**src/rtl/regport_pkg.sv**
```systemverilog
// rtl/regport_pkg.sv - shared widths, register indices and write-queue entry type
package regport_pkg;
  localparam int IDX_W    = 5;
  localparam int DATA_W   = 32;
  localparam int NUM_REGS = 18;
  localparam int SP_IDX   = 16;
  localparam int PC_IDX   = 17;

  typedef struct packed {
    logic [IDX_W-1:0]  dr;
    logic [DATA_W-1:0] data;
  } wbq_entry_t;
endpackage

```
**src/rtl/regport_wbq.sv**
```systemverilog
// rtl/regport_wbq.sv - ordered write queue with two youngest-match lookup ports
// REGPORT_FWD_EN adds the lookup data outputs used for read forwarding.
module regport_wbq
  import regport_pkg::*;
#(
  parameter int DEPTH = 4
) (
  input  logic                   clk,
  input  logic                   reset,
  input  logic                   push0,
  input  wbq_entry_t             push0_entry,
  input  logic                   push1,
  input  wbq_entry_t             push1_entry,
  input  logic                   pop,
  output wbq_entry_t             head_entry,
  output logic [$clog2(DEPTH):0] count,
  input  logic [IDX_W-1:0]       lk_idx1,
  input  logic [IDX_W-1:0]       lk_idx2,
  output logic                   lk_hit1,
`ifdef REGPORT_FWD_EN
  output logic [DATA_W-1:0]      lk_data1,
  output logic [DATA_W-1:0]      lk_data2,
`endif
  output logic                   lk_hit2
);
  localparam int PW = $clog2(DEPTH);
  localparam int CW = PW + 1;

  wbq_entry_t    mem [DEPTH];
  logic [PW-1:0] head;
  logic [PW-1:0] tail;
  logic [PW-1:0] tail1;
  logic [PW-1:0] slot;
  logic          pop_en;

  assign pop_en     = pop & (count != '0);
  // wb1 lands behind wb0 only when wb0 is actually enqueued
  assign tail1      = tail + PW'(push0);
  assign head_entry = mem[head];

  always_ff @(posedge clk) begin
    if (push0) mem[tail]  <= push0_entry;
    if (push1) mem[tail1] <= push1_entry;
  end

  always_ff @(posedge clk) begin
    if (reset) begin
      head  <= '0;
      tail  <= '0;
      count <= '0;
    end else begin
      head  <= head + PW'(pop_en);
      tail  <= tail + PW'(push0) + PW'(push1);
      count <= count + CW'(push0) + CW'(push1) - CW'(pop_en);
    end
  end

  // Walk oldest to youngest so the last match seen is the youngest.
  always_comb begin
    lk_hit1 = 1'b0;
    lk_hit2 = 1'b0;
`ifdef REGPORT_FWD_EN
    lk_data1 = '0;
    lk_data2 = '0;
`endif
    slot = head;
    for (int i = 0; i < DEPTH; i++) begin
      slot = head + PW'(i);
      if (CW'(i) < count) begin
        if (mem[slot].dr == lk_idx1) begin
          lk_hit1 = 1'b1;
`ifdef REGPORT_FWD_EN
          lk_data1 = mem[slot].data;
`endif
        end
        if (mem[slot].dr == lk_idx2) begin
          lk_hit2 = 1'b1;
`ifdef REGPORT_FWD_EN
          lk_data2 = mem[slot].data;
`endif
        end
      end
    end
  end
endmodule

```
**src/rtl/regport_ctrl.sv**
```systemverilog
// rtl/regport_ctrl.sv - register-bank port controller: writeback queue, drain, checked reads
// REGPORT_FWD_EN selects read forwarding from the queue; otherwise reads stall on queued matches.
module regport_ctrl
  import regport_pkg::*;
#(
  parameter int DEPTH    = 4,
  parameter int NUM_REGS = regport_pkg::NUM_REGS
) (
  input  logic              clk,
  input  logic              reset,
  input  logic              rd_valid,
  output logic              rd_ready,
  input  logic [IDX_W-1:0]  rd_sr1,
  input  logic [IDX_W-1:0]  rd_sr2,
  output logic              rsp_valid,
  output logic [DATA_W-1:0] rsp_data1,
  output logic [DATA_W-1:0] rsp_data2,
  input  logic              wb0_valid,
  input  logic              wb1_valid,
  input  logic [IDX_W-1:0]  wb0_dr,
  input  logic [IDX_W-1:0]  wb1_dr,
  input  logic [DATA_W-1:0] wb0_data,
  input  logic [DATA_W-1:0] wb1_data,
  output logic              wb_ready,
  output logic [IDX_W-1:0]  rb_sr1,
  output logic [IDX_W-1:0]  rb_sr2,
  input  logic [DATA_W-1:0] rb_rdata1,
  input  logic [DATA_W-1:0] rb_rdata2,
  output logic [IDX_W-1:0]  rb_dr,
  output logic [DATA_W-1:0] rb_wrdata,
  output logic              rb_write,
  output logic              q_empty,
  output logic              idx_err
);
  localparam int CW = $clog2(DEPTH) + 1;
  localparam logic [IDX_W:0] IDX_LIM = (IDX_W + 1)'(NUM_REGS);

  wbq_entry_t        head_entry;
  logic [CW-1:0]     count;
  logic              hit1, hit2;
  logic [DATA_W-1:0] op1, op2;
  logic              wb0_ok, wb1_ok, sr1_ok, sr2_ok;
  logic              push0, push1, rd_acc, wb_bad;

  assign wb0_ok = {1'b0, wb0_dr} < IDX_LIM;
  assign wb1_ok = {1'b0, wb1_dr} < IDX_LIM;
  assign sr1_ok = {1'b0, rd_sr1} < IDX_LIM;
  assign sr2_ok = {1'b0, rd_sr2} < IDX_LIM;

  // Pairs are accepted whole, so readiness only looks at free space.
  assign wb_ready = !reset && ((CW'(DEPTH) - count) >= CW'(2));
  assign push0    = wb0_valid & wb_ready & wb0_ok;
  assign push1    = wb1_valid & wb_ready & wb1_ok;
  assign wb_bad   = wb_ready & ((wb0_valid & !wb0_ok) | (wb1_valid & !wb1_ok));

  assign q_empty   = (count == '0);
  assign rb_write  = !q_empty && !reset;
  assign rb_dr     = head_entry.dr;
  assign rb_wrdata = head_entry.data;
  assign rb_sr1    = rd_sr1;
  assign rb_sr2    = rd_sr2;

`ifdef REGPORT_FWD_EN
  logic [DATA_W-1:0] fwd1, fwd2;
  assign rd_ready = !reset;
  assign op1      = hit1 ? fwd1 : rb_rdata1;
  assign op2      = hit2 ? fwd2 : rb_rdata2;
`else
  assign rd_ready = !reset && !hit1 && !hit2;
  assign op1      = rb_rdata1;
  assign op2      = rb_rdata2;
`endif
  assign rd_acc = rd_valid & rd_ready;

  regport_wbq #(.DEPTH(DEPTH)) u_wbq (
    .clk         (clk),
    .reset       (reset),
    .push0       (push0),
    .push0_entry ('{dr: wb0_dr, data: wb0_data}),
    .push1       (push1),
    .push1_entry ('{dr: wb1_dr, data: wb1_data}),
    .pop         (rb_write),
    .head_entry  (head_entry),
    .count       (count),
    .lk_idx1     (rd_sr1),
    .lk_idx2     (rd_sr2),
    .lk_hit1     (hit1),
`ifdef REGPORT_FWD_EN
    .lk_data1    (fwd1),
    .lk_data2    (fwd2),
`endif
    .lk_hit2     (hit2)
  );

  always_ff @(posedge clk) begin
    if (reset) begin
      rsp_valid <= 1'b0;
      rsp_data1 <= '0;
      rsp_data2 <= '0;
      idx_err   <= 1'b0;
    end else begin
      rsp_valid <= rd_acc;
      if (rd_acc) begin
        rsp_data1 <= sr1_ok ? op1 : '0;
        rsp_data2 <= sr2_ok ? op2 : '0;
      end
      if ((rd_acc && (!sr1_ok || !sr2_ok)) || wb_bad) idx_err <= 1'b1;
    end
  end
endmodule

```
**config.mk**
```make
export PLATFORM = sky130hd
export DESIGN_NAME = regport_ctrl
export DESIGN_NICKNAME = d
export VERILOG_FILES = /design/src/rtl/regport_pkg.sv /design/src/rtl/regport_wbq.sv /design/src/rtl/regport_ctrl.sv
export SDC_FILE = /design/constraint.sdc
export NUM_CORES = 1
export LEC_CHECK = 0
export CORE_MARGIN = 2
export CORE_UTILIZATION = 41
export DETAILED_ROUTE_END_ITERATION = 8
export HOLD_SLACK_MARGIN = 0.06
export PLACE_DENSITY_LB_ADDON = 0.12
export SLEW_MARGIN = 20
export SYNTH_ARGS = -nofsm -noshare
export SYNTH_HDL_FRONTEND = slang
export SYNTH_SLANG_ARGS = --single-unit
```
**constraint.sdc**
```tcl
create_clock -name clk -period 6.1 [get_ports clk]
set_input_delay 1.22 -clock clk [delete_from_list [all_inputs] [get_ports clk]]
set_output_delay 1.22 -clock clk [all_outputs]
set_load 0.03 [all_outputs]
```
=== Word-level counts from Yosys, hierarchy flattened ===
Memories as Yosys holds them, arrays and structs flattened. A register that Yosys moved wholly into a read port is not among the register bits.
Index checks and enable logic that the tools add are counted.

* RAM bits: 148
* Bits in read-only memories: 0
* Register bits after elaboration: 73
* Output and inout port bits: 117
* Word-level logic and storage cells: 85
* Bits in latches: 0
* Input port bits: 153
* Memories: 1

* Bitwise gates (word level): 10
* Shift operators: 0
* Multipliers: 0
* Div/mod/pow operators: 0
* Eq/ne operators: 8
* $add $sub $neg: 10
* Multiplexer cells: 23
* Reductions and logical operators: 17
* $lt $le $gt $ge: 9

{| class="wikitable"
|+ Memory list
! name !! depth !! bits a word !! rd ports !! clocked after Yosys merged registers in !! wr ports !! line !! RTL
|-
| u_wbq.mem || 4 || 37 || 4 || 1 || 2 || regport_wbq.sv:29 || <nowiki>wbq_entry_t mem [DEPTH];</nowiki>
|}

{| class="wikitable"
|+ Operator list
! operator !! count
|-
| 32-bit two-way mux || 2
|-
| 5-bit == test || 8
|-
| 5-bit < comparator, second input constant || 4
|-
| 1-bit two-way mux || 20
|-
| 1-bit AND || 9
|-
| 1-bit zero test || 8
|-
| 2-bit by 1-bit adder with 2-bit output || 3
|-
| 3-bit by 1-bit adder with 3-bit output || 2
|-
| 1-bit by 3-bit < comparator with 1-bit output, first input constant || 2
|-
| 2-bit by 3-bit < comparator with 1-bit output, first input constant || 2
|-
| 1-bit logical AND || 5
|-
| 2-bit adder, second input constant || 2
|-
| 3-bit by 2-bit greater-or-equal comparator with 1-bit output, second input constant || 1
|-
| 3-bit zero test || 1
|-
| 3-bit nonzero test || 1
|-
| 3-bit by 1-bit subtractor with 3-bit output || 1
|-
| 3-bit subtractor, first input constant || 1
|-
| 2-bit by 1-bit adder with 2-bit output, second input constant || 1
|-
| 1-bit logical OR || 2
|-
| 2-bit two-way mux || 1
|-
| 1-bit OR || 1
|}

=== Logic depth before layout (Yosys ltp) ===
Gate-level depths: netlist of run 1.

* Depth after elaboration: 15
* Mapped depth: 12

=== Hierarchy ===
From an unflattened synthesis of run 1, not the netlist that was laid out.

* Cells, all modules: 809
* Area total of the unflattened synthesis: 11056.9 sq um

{| class="wikitable"
|+ By module, submodules not included
! module !! area each (sq um) !! cells an instance !! times used !! seq. area each (sq um)
|-
| regport_wbq || 8426.8 || 487 || 1 || 4584.4
|-
| regport_ctrl || 2630.0 || 322 || 1 || 1321.3
|}

=== Least setup slack after synthesis of run 1 ===
OpenSTA, ideal clock, no wires.

* Path type: in2reg
* From: input port reset
* To: memory u_wbq.mem[1][0] in the netlist's numbering (enable)
* Required time: 5.617 ns
* Data arrival time: 4.894 ns
* Setup slack: 0.723 ns
* Library setup time: 0.483 ns
* Stages: 4
* Cells stage by stage: a21oi_1 > and3_1 > nand2b_1 > o21ai_0

{| class="wikitable"
|+ RTL lines
! item !! line !! RTL
|-
| start: declaration || regport_ctrl.sv:10 || <nowiki>input logic reset,</nowiki>
|-
| end: declaration || regport_wbq.sv:29 ||
|}

=== Final worst setup path of run 1 ===
* From: register u_wbq.head[1]
* To: output port rd_ready

* Word-level cells in the longest chain between the ends: 12
* Elaborated cells on any way between the ends: 26
* Those cells by class: add/sub (3); eq/ne (6); mux (12); reduce/logical (4); memory (1)

{| class="wikitable"
|+ Ends and longest elaborated chain
! item !! line !! RTL
|-
| start: declaration || regport_wbq.sv:30 || <nowiki>logic [PW-1:0] head;</nowiki>
|-
| start signal: assignment || regport_wbq.sv:52 || <nowiki>head <= head + PW'(pop_en);</nowiki>
|-
| 2-bit by 1-bit adder with 2-bit output || regport_wbq.sv:68 || <nowiki>slot = head + PW'(i);</nowiki>
|-
| memory read 4 x 37 bit * || n/a ||
|-
| 5-bit == test || regport_wbq.sv:70 || <nowiki>if (mem[slot].dr == lk_idx1) begin</nowiki>
|-
| 1-bit two-way mux || regport_wbq.sv:70 ||
|-
| 1-bit two-way mux || regport_wbq.sv:69 || <nowiki>if (CW'(i) < count) begin</nowiki>
|-
| 1-bit two-way mux || regport_wbq.sv:70 ||
|-
| 1-bit two-way mux || regport_wbq.sv:69 ||
|-
| 1-bit two-way mux || regport_wbq.sv:70 ||
|-
| 1-bit two-way mux || regport_wbq.sv:69 ||
|-
| 1-bit zero test || regport_ctrl.sv:69 || <nowiki>assign rd_ready = !reset && !hit1 && !hit2;</nowiki>
|-
| 1-bit logical AND || regport_ctrl.sv:69 ||
|-
| 1-bit logical AND * || regport_ctrl.sv:69 ||
|-
| end: declaration || regport_ctrl.sv:12 || <nowiki>output logic rd_ready,</nowiki>
|}

Mark *: on every way between the ends. The rest lies on a longest branch, timed or not.

==> metrics.txt, run 1 <==
status finished clean; TritonCTS clock tree built; Setup Skew 0.02157 ns; drt via density 5.074; endpoint class of the critical path primary output; Syn Inst Count 846; final wirelength 29.73 mm; design area 15250 um2; first-pass GRT wire length 44.01 mm; achievable clock frequency 195.5 MHz; io pins 270; Hold Fails Final Rpt 0; Final ANT Viol Nets 0; Seq pwr share 36.4%; FILL cells 2370; CP required 4.88 ns; First-pass DRT Iterations 4; P_sw 1.716 mW; most frequent cells after synthesis edfxtp_1, mux2i_1, mux2_1; Clock power frac 27.4%; Slew Limit Fails 0; area of the mapped netlist 11540 um2; dpl hpwl 19.58 mm; Max-slew headroom 41.43%; port bufs 269; Die ar. 29500 um2; via count 7515; Worst-path clk slew 0.06 ns; Yosys cell types 39; min cycle time layout 5.114 ns; WS Path Type reg -> out; Hold Path Class reg -> reg; EDFF count, synth 148; Final GP Congestion 0.8495; Starting Density 41.54%; area occupied by registers 5913 um2; num rows 61; flop and latch count out of synthesis 221; most frequent cell after synthesis edfxtp_1; Global Route Usage Sum 19.43%; element type at the critical path start flip-flop; Net Sw Frac 33.02%; share of cells above drive strength 1 16.35%; Resize count post-CTS 0; width of the die 171.8 um; post-synth top area cell edfxtp_1; largest cells by area after synthesis edfxtp_1, dfxtp_1, mux4_2, mux2i_1, mux2_1; Syn Area/Cell 13.64 um2; Overflow after GRT 0; Pwr Density 340.6 nW/um2; VDD IR max 0.0001689 V; Final setup violation count 0; H-tree lvl count 1; worst slew pin tran 0.8762 ns; Area after DPL 14480 um2; Residual DRC 0; worst-path fanout max 35; Die Ht 171.8 um; Layout Nets 1248; violation count after the first detailed-routing iteration 359; hold buffer count at CTS 0; Worst EP arrival 3.89 ns; Clock Path Buffers 3; share of the synthesized area in the top cell type 38.51%; final worst path period share 83.84%; final worst slack 0.9856 ns; Seq/Total Area, Yosys 51.18%; core area 27780 um2; Worst-Skew Late Latency 0.53 ns; largest net degree at the start of global routing 77; Root Buffer clkbuf_16; Fin Setup TNS 0 ns; post-CTS setup buffer count 0; Cell Int Power 3.481 mW; Post-Syn Nets 1010; Sink Count 221; Post-Place Setup Slack 1.030 ns; Multi-input gate area 5259 um2; initial antenna violation count 0; Leakage 5.447 nW; P&R area growth vs syn 32.19%; Synth Flop Type edfxtp_1; cts bufs inserted 25; combinational share of power 36.2%; asr flop ratio synth 0%; Max Cap Viol 0; Syn. warnings 0; routed len/inst 20.07 um; RSZ-0062 raised after global routing no; vias in the first global route 7567
layer usage:
| layer | routed length, um | GRT usage (%) | vias to the layer above |
|---|---|---|---|
| met4 | 472 | 4.019 | 0 |
| met1 | 12410 | 23.91 | 3669 |
| met3 | 2356 | 5.545 | 36 |
| met2 | 14490 | 34.03 | 217 |
| li1 | - | - | 3593 |
| met5 | 0 | 0 | - |
registers in the layout, summed over array words and instances, names as in the netlist:
name / flops
idx_err: 1
rsp_data1: 32
rsp_data2: 32
rsp_valid: 1
u_wbq.count: 3
u_wbq.head: 2
u_wbq.mem: 148
u_wbq.tail: 2
metrics by stage:
| stage | total power, mW | cells | hold WS [ns] | utilization, % |
|---|---|---|---|---|
| 2_1_floorplan | 3.140 | 846 | 0.5481 | - |
| 3_3_place_gp | 3.825 | 1435 | 0.4589 | 52.11 |
| 3_5_place_dp | 3.830 | 1435 | 0.4647 | 52.11 |
| 4_1_cts | 5.272 | 1479 | 0.4749 | 54.87 |
| 5_1_grt | 5.442 | 1479 | 0.4897 | 54.89 |
| 6_report | 5.196 | 1481 | 0.4728 | 54.91 |
power groups by stage:
stage	registers, mW	clock network [mW]	logic (mW)
2_1_floorplan	1.95	0	1.19
3_3_place_gp	1.92	0	1.90
3_5_place_dp	1.93	0	1.90
4_1_cts	1.89	1.46	1.92
5_1_grt	1.91	1.51	2.02
6_report	1.89	1.42	1.88
final timing paths:
check	slack, ns	startpoint	cells past startpoint	to
setup / recovery	0.99	u_wbq.head[1]	8	rd_ready
hold / removal	0.47	rsp_data1[21]	2	rsp_data1[21]
setup reg to reg	2.17	u_wbq.head[1]	9	rsp_data2[16]
hold reg to reg	0.47	rsp_data1[21]	2	rsp_data1[21]
critical path: stages, from the launching register on:
cell and delay, ns:
dfxtp_4 0.64, buf_4 0.56, mux4_2 0.46, xnor2_1 0.16, nand4_1 0.12, a21oi_1 0.06, a2111oi_2 0.43, and3_1 0.25
clkdlybuf4s50_1 0.69
cell families (layout without fill, tap and decap cells):
kind of cell	Yosys count	count (layout)	share of synthesized area [%]
adder cells (fa/ha/maj)	11	11	1.323
buffers and inverters	84	339	3.936
AO/OA/AOI/OAI	21	21	1.236
multiplexers	279	279	30.48
AND/OR/NAND/NOR	179	179	7.980
other	0	2	0
flip-flops	221	221	51.18
XOR/XNOR	51	51	3.871
area by class of cell:
cell class | instances | area share [%]
flip-flops and latches | 221 | 38.76
multi-input cells | 541 | 34.47
repair buffers | 283 | 18.31
clock buffers | 36 | 4.503
well taps | 378 | 3.100
clock inverters | 8 | 0.5249
inverters | 12 | 0.2953
diodes | 2 | 0.03281
placed cells by master (no fill, tap or decap), types with 6 or more instances in the layout:
master | synthesis | routed
edfxtp_1 | 148 | 148
ha_1 | 9 | 9
xnor2_1 | 20 | 20
nand4_1 | 10 | 10
inv_1 | 10 | 10
a21oi_1 | 8 | 8
mux2i_1 | 87 | 87
mux2_1 | 76 | 76
clkbuf_16 | 0 | 25
mux2_2 | 73 | 73
buf_4 | 12 | 14
dfxtp_1 | 73 | 71
nand2_1 | 69 | 68
clkbuf_1 | 37 | 9
clkdlybuf4s50_1 | 0 | 268
nand3_1 | 10 | 7
xor2_1 | 31 | 31
nor2_1 | 6 | 6
nand2b_1 | 65 | 65
mux4_2 | 43 | 43
(Power assumes the default switching activity.)
==> inputs of run 2 (changes only) <==
==> constraint.sdc (replaced) <==
create_clock -name clk -period 4.7 [get_ports clk]
set_input_delay 0.94 -clock clk [delete_from_list [all_inputs] [get_ports clk]]
set_output_delay 0.94 -clock clk [all_outputs]
set_load 0.03 [all_outputs]
==> metrics.txt, run 2 (synthesis gave the netlist of run 1 again) <==
Fin Setup TNS 0 ns (unchanged); min cycle time layout 4.399 ns; violation count after the first detailed-routing iteration 421 (+17%); Residual DRC 0 (unchanged); Final GP Congestion 0.8928 (+5.1%); cells on worst reg2reg path 9 (unchanged); Final Util 55.97% (+1.1 points); final wirelength 29.66 mm (-0.23%); P&R area growth vs syn 34.74%; Post-Place Setup Slack 0.3751 ns (-0.6545 ns); worst-path fanout max 33 (-5.7%); port bufs 269 (unchanged); Hold Fails Final Rpt 0 (unchanged); WS Path Type reg -> out; Worst-path clk slew 0.06 ns (about the same); P_sw 2.262 mW (+32%); Area after DPL 14650 um2 (+1.2%); max reg flops 148 (unchanged); Slew Limit Fails 0 (unchanged); TritonCTS clock tree built; Die Ht 171.8 um (unchanged); status finished clean; met3 WL 2.378 mm (+0.93%); Worst EP arrival 3.46 ns (-0.43 ns); endpoint class of the critical path primary output; Leakage 5.591 nW (+2.6%); routed len/inst 19.81 um (-1.3%); cts bufs inserted 26 (+4.0%); design area 15550 um2 (+1.9%); achievable clock frequency 227.3 MHz; Die ar. 29500 um2 (unchanged); dpl hpwl 19.99 mm (+2.1%); Final ANT Viol Nets 0 (unchanged); Clock Path Buffers 3 (unchanged); Clock power frac 29.9% (+2.5 points); Setup Skew 0.01307 ns (-0.008502 ns); final worst path period share 93.60%; RSZ-0062 raised after global routing no; Resize count post-CTS 0 (unchanged); leading cell types in the layout, fill and taps excluded clkdlybuf4s50_1, edfxtp_1, mux2i_1, mux2_1, mux2_2; worst slew pin tran 0.8629 ns (-0.01328 ns); initial antenna violation count 1 (+1); H-tree lvl count 1 (unchanged); first-pass GRT wire length 44.51 mm (+1.1%); VDD IR max 0.0002506 V (+48%); Top Layer Used met5; Max-slew headroom 42.47% (+1.0 points); width of the die 171.8 um (unchanged); hold_ws 0.4719 ns (-0.0008500 ns); share of cells above drive strength 1 18.05% (+1.7 points); Sink Count 221 (unchanged); combinational share of power 35.2% (-1.0 points); most common cell after layout, fill and taps aside clkdlybuf4s50_1; Starting Density 41.54% (unchanged); CP required 3.76 ns (-1.12 ns); Final setup violation count 0 (unchanged); biggest regs u_wbq.mem (148), rsp_data1 (32), rsp_data2 (32); vias in the first global route 7750 (+2.4%); via count 7597 (+1.1%); First-pass DRT Iterations 4 (unchanged); Layout Nets 1264 (+1.3%); Pwr Density 454.1 nW/um2 (+33%); Seq pwr share 34.8% (-1.6 points); hold buffer count at CTS 0 (unchanged); n_diodes 0 (-2); Worst-Skew Late Latency 0.52 ns (about the same); Root Buffer clkbuf_16; Cell Int Power 4.798 mW (+38%); num rows 61 (unchanged); WHS Path Cells 2 (unchanged); Net Sw Frac 32.04% (-0.98 points); Hold Path Class reg -> reg; drt via density 5.075 (about the same); Global Route Usage Sum 19.60% (+0.17 points); final worst slack 0.3010 ns (-0.6846 ns); met1 wire length 12.33 mm (-0.65%); post-CTS setup buffer count 0 (unchanged); Largest Register u_wbq.mem; core area 27780 um2 (unchanged); largest net degree at the start of global routing 77 (unchanged); element type at the critical path start flip-flop; Max Cap Viol 0 (unchanged); io pins 270 (unchanged); Overflow after GRT 0 (unchanged); met2 wire length 14.43 mm (-0.37%)
==> run 2: area by class of cell <==
| cell class | count | area, um2 |
|---|---|---|
| Fill cell | 2385 | 12230 |
| Sequential cell | 221 | 5913 |
| Multi-Input combinational cell | 541 | 5254 |
| Timing Repair Buffer | 298 | 2968 |
| Clock buffer | 32 | 694.4 |
| Tap cell | 378 | 473.0 |
| Clock inverter | 15 | 201.4 |
| Inverter | 12 | 45.04 |
==> run 2: metrics by stage <==
stage,cells,power [mW]
after floorplan,846,4.073
after global placement,1450,5.016
after detailed placement,1450,5.019
after CTS,1497,7.161
after global routing,1497,7.382
final,1497,7.060
==> run 2: power by group through the flow <==
stage	Combinational, mW	Clock, mW	Sequential [mW]
finish	2.49	2.11	2.46
global route	2.66	2.24	2.48
CTS	2.53	2.17	2.46
detailed placement	2.52	0	2.50
global placement	2.52	0	2.49
floorplan	1.54	0	2.53
==> run 2: final timing paths <==
kind | startpoint | endpoint | slack, ns
max | u_wbq.head[1] | rd_ready | 0.30
min | rsp_data2[13] | rsp_data2[13] | 0.47
max reg2reg | u_wbq.head[1] | rsp_data2[9] | 1.44
min reg2reg | rsp_data2[13] | rsp_data2[13] | 0.47
==> run 2: critical path: stages, from the launching register on <==
cell and delay [ns]:
dfxtp_4 0.67, mux4_2 0.59, xnor2_1 0.14, nand2_1 0.10, nor3_1 0.05, nor4_1 0.34, buf_4 0.19, and3_1 0.18
clkdlybuf4s50_1 0.68
==> run 2: metal layers <==
| layer | up-vias | GRT usage (%) |
|---|---|---|
| met5 | - | 0 |
| met4 | 2 | 4.604 |
| met3 | 41 | 5.614 |
| met2 | 244 | 33.86 |
| met1 | 3693 | 24.29 |
| li1 | 3617 | - |
